`config.mk`:
```
export PLATFORM = sky130hd
export DESIGN_NAME = instruction_fetch
export DESIGN_NICKNAME = d
export VERILOG_FILES = /design/src/rtl/rv32_pkg.sv /design/src/rtl/instruction_fetch.sv
export SDC_FILE = /design/constraint.sdc
export NUM_CORES = 1
export LEC_CHECK = 0
export CAP_MARGIN = 10
export CELL_PAD_IN_SITES_DETAIL_PLACEMENT = 1
export CELL_PAD_IN_SITES_GLOBAL_PLACEMENT = 1
export CORE_MARGIN = 5
export CORE_UTILIZATION = 27
export CTS_CLUSTER_DIAMETER = 120
export DETAILED_ROUTE_END_ITERATION = 10
export PLACE_DENSITY_LB_ADDON = 0.05
export SYNTH_ARGS = -nofsm -noshare
export SYNTH_HDL_FRONTEND = slang
export SYNTH_SLANG_ARGS = --single-unit
```
`constraint.sdc`:
```
create_clock -name clk -period 2.2 [get_ports clk]
set_clock_uncertainty 0.1 [all_clocks]
set_input_delay 0.44 -clock clk [delete_from_list [all_inputs] [get_ports clk]]
set_output_delay 0.44 -clock clk [all_outputs]
set_load 0.005 [all_outputs]
```
`src/rtl/rv32_pkg.sv`:
```
// Shared RV32 front-end definitions: fetch FSM state encoding, the canonical
// NOP instruction word and the default reset PC.
package rv32_pkg;

  typedef enum logic [1:0] {
    FETCH = 2'd0,
    WAIT  = 2'd1,
    HOLD  = 2'd2,
    FLUSH = 2'd3
  } fetch_state_t;

  // addi x0, x0, 0
  localparam logic [31:0] NOP_INST         = 32'h0000_0013;
  localparam logic [31:0] DEFAULT_RESET_PC = 32'h0000_0000;

endpackage

```
`src/rtl/instruction_fetch.sv`:
```
// Single-outstanding instruction fetch unit.
//
// The unit issues one request at a time, waits for the response, and then
// holds the instruction for the decoder until it is accepted. A redirect can
// arrive in any state; when a request is still outstanding, the FSM passes
// through FLUSH so that the stale response is swallowed.
//
// Handshakes:
//   imem_req/imem_valid - imem_req is a one-cycle pulse; memory returns
//     exactly one imem_valid pulse per request, at least one cycle later.
//   inst_valid/dec_ready - an instruction transfers on a cycle where
//     inst_valid && dec_ready; inst_out/pc_out stay stable until then.
//
// Build option: IFU_MISALIGN_CHK_EN
//   defined   - a fetch from a PC with pc[1:0] != 0 issues no request and
//               presents a NOP with fetch_fault set.
//   undefined - redirect targets are word-aligned when loaded, so fetch_fault
//               never asserts.
//
// dbg_state exposes the FSM state for checkers.
module instruction_fetch
  import rv32_pkg::*;
#(
  parameter logic [31:0] RESET_PC = DEFAULT_RESET_PC
) (
  input  logic        clk,
  input  logic        rst,
  output logic        imem_req,
  output logic [31:0] imem_addr,
  input  logic [31:0] imem_rdata,
  input  logic        imem_valid,
  output logic [31:0] inst_out,
  output logic [31:0] pc_out,
  output logic        inst_valid,
  input  logic        dec_ready,
  input  logic        redirect,
  input  logic [31:0] redirect_pc,
  output logic        fetch_fault,
  output logic [1:0]  dbg_state
);

  fetch_state_t state, state_nxt;
  logic [31:0]  pc, pc_nxt;
  logic [31:0]  inst_q, pc_q;
  logic         fault_q;
  logic         cap_mem, cap_nop;
  logic         misaligned;
  logic [31:0]  target;

`ifdef IFU_MISALIGN_CHK_EN
  assign misaligned = (pc[1:0] != 2'b00);
  assign target     = redirect_pc;
`else
  assign misaligned = 1'b0;
  assign target     = redirect_pc & 32'hFFFF_FFFC;
`endif

  // State register.
  always_ff @(posedge clk) begin
    if (rst) state <= FETCH;
    else     state <= state_nxt;
  end

  // PC register and the instruction/PC/fault capture registers.
  always_ff @(posedge clk) begin
    if (rst) begin
      pc      <= RESET_PC;
      inst_q  <= '0;
      pc_q    <= '0;
      fault_q <= 1'b0;
    end else begin
      pc <= pc_nxt;
      if (cap_mem) begin
        inst_q  <= imem_rdata;
        pc_q    <= pc;
        fault_q <= 1'b0;
      end else if (cap_nop) begin
        inst_q  <= NOP_INST;
        pc_q    <= pc;
        fault_q <= 1'b1;
      end
    end
  end

  // Next-state, next-PC and capture decisions; redirect always takes priority.
  always_comb begin
    state_nxt = state;
    pc_nxt    = pc;
    cap_mem   = 1'b0;
    cap_nop   = 1'b0;
    case (state)
      FETCH: begin
        if (redirect) begin
          pc_nxt = target;
          // No request goes out for a misaligned PC, so nothing is in flight.
          state_nxt = misaligned ? FETCH : FLUSH;
        end else if (misaligned) begin
          cap_nop   = 1'b1;
          state_nxt = HOLD;
        end else begin
          state_nxt = WAIT;
        end
      end
      WAIT: begin
        if (redirect) begin
          pc_nxt = target;
          // Response arriving with the redirect is dropped and the request
          // is closed; otherwise it is still in flight and must be flushed.
          state_nxt = imem_valid ? FETCH : FLUSH;
        end else if (imem_valid) begin
          cap_mem   = 1'b1;
          state_nxt = HOLD;
        end
      end
      HOLD: begin
        if (redirect) begin
          pc_nxt    = target;
          state_nxt = FETCH;
        end else if (dec_ready) begin
          pc_nxt    = pc + 32'd4;
          state_nxt = FETCH;
        end
      end
      FLUSH: begin
        if (redirect) pc_nxt = target;
        if (imem_valid) state_nxt = FETCH;
      end
      default: state_nxt = FETCH;
    endcase
  end

  // Moore outputs decoded from the state; reset masks the strobes.
  always_comb begin
    imem_req    = (state == FETCH) && !rst && !misaligned;
    imem_addr   = pc;
    inst_valid  = (state == HOLD) && !rst;
    inst_out    = inst_q;
    pc_out      = pc_q;
    fetch_fault = fault_q && inst_valid;
    dbg_state   = state;
  end

endmodule

```
==> reports/metrics.json <==
{
  "place": {
    "numPlacedInstances": 881,
    "gp_congestion": 0.785,
    "numPortBuffers": 162,
    "place_hpwl_mm": 11.4
  },
  "power": {
    "pwr-share-clk": 0.383,
    "p_leak_nw": 2.25,
    "combinationalPowerShare": 0.158,
    "swShare": 0.257,
    "sequentialPowerShare": 0.459,
    "internal-power_w": 0.00295,
    "total_switching_power_w": 0.00102,
    "pwr_density_cell_nw_per_um2": 616,
    "vdd.ir_drop.worst_mv": 0.362
  },
  "die": {
    "die_area_um2": 17400,
    "floorplan.initialDensity": 0.276,
    "die_height_um": 132,
    "row_cnt": 44,
    "placeableCoreArea_um2": 14500,
    "floorplan.io_pins": 170,
    "die_w_um": 132
  },
  "synthesis": {
    "synth-warning-count": 0,
    "synthesis.area_um2": 4010,
    "seq_area_frac_synth": 0.469,
    "syn-instance-count": 515,
    "synth.distinct_cells": 44,
    "synth_enable_flop_cells": 0,
    "ys_dominant_reg_cell": "dfxtp_1",
    "asyncSetResetFlopFracSynth": 0,
    "synth_seq_cells": 94,
    "syn-mean-instance-area_um2": 7.79
  },
  "cells_and_area": {
    "flow.area_growth_from_synthesis_pct": 60.8,
    "post_route_cells_drive_above_1_share": 0.123,
    "diode_insertion_count_for_antenna_repair": 0,
    "stdcell_count": 897,
    "filler_cell_count": 1759,
    "layout.nets": 779
  },
  "global_route": {
    "grt_util_all_layers": 0.178,
    "antenna_found_initial": 0,
    "overflow": 0,
    "met2_usage": 0.300,
    "busiest_layer": "met2",
    "grt.met1_usage": 0.223,
    "grt_first_pass_wirelength_mm": 25.4,
    "first_global_vias": 4651,
    "grt_util_met3": 0.0592,
    "grt_max_degree": 63
  },
  "routing": {
    "ant_nets": 0,
    "routed_wl_mm": 15.3,
    "viasPerCell": 4.80,
    "drc": 0,
    "drt_iter0_drc": 183,
    "routed-via-count": 4304,
    "wl_per_cell_um": 17.1,
    "dr.pass1.iters": 4
  },
  "clocking": {
    "clock_tree.htree_level_count": 3,
    "cts.clk_slew.worst_paths_ns": 0.07,
    "tritoncts": "done",
    "numClockSinks": 94,
    "ctsLongestPathBuffers": 2,
    "later_pin_clock_latency_in_the_skew_report_ns": 0.35,
    "cts.hold.buffers_added": 0,
    "numCtsBuffers": 9,
    "cts_root_cell": "clkbuf_16"
  },
  "hold_path": {
    "hold_path_class": "input port to flip-flop"
  },
  "sta": {
    "fin_worst_hold_slack_ns": 0.274,
    "maxSlewViolCount": 0,
    "report.final.setup_viol": 0,
    "final_period_minus_worst_setup_slack_ns": 2.15,
    "hold_viol_final": 0,
    "setup_repair_after_global_routing_missed_its_margin": "yes",
    "fin_crit_sh": 0.979,
    "fmax_mhz": 464
  },
  "setup_path": {
    "cp_num_buf_inv": 0,
    "worst_path_dominant_cell_family": "simple AND/OR/NAND/NOR gates",
    "timing.critical_path.slowest_cell_delay_ns": 0.51,
    "crit_slowest_cell": "or4_4",
    "cp_data_arrival_time_ns": 2.32,
    "cp-end-kind": "flip-flop",
    "crit_chain": "nand4_2, or3_4, or4_4, or3_1, a311oi_1",
    "setup.worst_path.class": "flip-flop to flip-flop",
    "timing.critical_path.from_type": "flip-flop",
    "worstPathRequired_ns": 2.36,
    "worst-path-max-fanout": 2
  },
  "run": {
    "max-cap-violations": 0
  },
  "status": {
    "outcome": "complete, no violations"
  }
}
## area by class of cell
type	count	area, um2	share of cell area
Timing Repair Buffer	219	2100	0.326
Multi-Input combinational cell	379	1920	0.298
Sequential cell	94	1890	0.293
Clock buffer	11	253	0.0392
Tap cell	184	230	0.0357
Clock inverter	4	32.5	0.00504
Inverter	6	22.5	0.00349
## state kept, by name, indices dropped and copies added (netlist names)
name / flops
dbg_state: 2
imem_addr: 30
inst_out: 32
pc_out: 30
## per-layer routing
metal,vias up,part of all wire
li1,2131,-
met1,2058,0.44
met2,102,0.49
met3,13,0.057
met4,0,0.0083
met5,-,0
## power groups by stage
| stage | combinational (W) | sequential (W) | clock (W) |
|---|---|---|---|
| final | 0.000628 | 0.00182 | 0.00152 |
| after global routing | 0.000686 | 0.00183 | 0.00165 |
| after CTS | 0.000634 | 0.00182 | 0.00157 |
| after detailed placement | 0.000628 | 0.00186 | 0 |
| after global placement | 0.000619 | 0.00186 | 0 |
| after floorplan | 0.000208 | 0.00187 | 0 |
## through the flow
step	utilization	instance area, um2	TNS [ns]	setup WS [ns]	power [W]
detailed placement	0.422	6130	-2.22	-0.260	0.00249
global route	0.444	6450	-0.0324	-0.0143	0.00417
CTS	0.442	6420	0	0.0233	0.00403
floorplan	-	4030	0	0.000316	0.00208
finish	0.444	6450	0	0.0459	0.00397
global placement	0.422	6130	-1.38	-0.180	0.00247
## cells in the mapped netlist, drive strengths merged (2+ instances only)
master	n	area, um2
and3	6	38.8
a311oi	4	35.0
nand3	10	50.1
a21oi	72	360
o41ai	2	17.5
nand2	150	563
xor2	7	61.3
nor4	7	43.8
inv	5	18.8
mux2i	2	20.0
nor3	15	75.1
nor2	30	113
nand4	13	87.6
xnor2	12	105
o211ai	2	15.0
dfxtp	94	1880
a211oi	13	97.6
clkbuf	30	116
o21ai	12	60.1
or3	5	37.5
buf	8	58.8
## path summary, 6_finish.rpt
kind / startpoint / to / slack (ns) / cells past startpoint
min reg2reg: pc_out[20]$_SDFFE_PP0P_ / pc_out[20]$_SDFFE_PP0P_ / 0.36 / 2
max: imem_addr[16]$_SDFFE_PP0P_ / imem_addr[30]$_SDFFE_PP0P_ / 0.05 / 5
min: rst / pc_out[27]$_SDFFE_PP0P_ / 0.27 / 2
max reg2reg: imem_addr[16]$_SDFFE_PP0P_ / imem_addr[30]$_SDFFE_PP0P_ / 0.05 / 5
## placed cells by master, fill, tap and decap left out, types with 2 or more instances in the layout
master,count
nor2_1,29
buf_12,4
o41ai_1,2
or3_1,2
dfxtp_2,4
nor3_1,14
mux2i_1,2
a211oi_1,13
o211ai_1,2
nand3_1,10
nor4_1,6
xnor2_1,12
clkbuf_8,2
buf_4,53
dfxtp_1,90
clkinv_4,2
nand2_1,150
and3_1,5
nand4_1,12
a21oi_1,72
xor2_1,7
a311oi_1,4
clkbuf_16,9
inv_1,5
conb_1,5
o21ai_0,12
clkinvlp_4,2
or3_2,2
clkdlybuf4s50_1,161
## what timing repair did
| item | 4_1_cts | 5_1_grt |
|---|---|---|
| setup buffers | 0 | 1 |
| pin swaps | 0 | 1 |
| gates resized for setup | 1 | 8 |
| setup endpoints to repair | 1 | 4 |
## cell families after synthesis
kind of cell,Yosys count,share of synthesized area
XOR/XNOR,19,0.0415
AND/OR/NAND/NOR,243,0.266
buffers and inverters,46,0.0605
flip-flops,94,0.469
multiplexers,2,0.00499
AO/OA/AOI/OAI,109,0.154
other,1,0.000935
adder cells (fa/ha/maj),1,0.00312
## worst register-to-register path, stage by stage (launching register included)
cell	delay (ns)
dfxtp_1	0.36
nand4_2	0.14
or3_4	0.41
or4_4	0.51
or3_1	0.31
a311oi_1	0.24
Note: power is estimated with default switching activity, not from simulation.
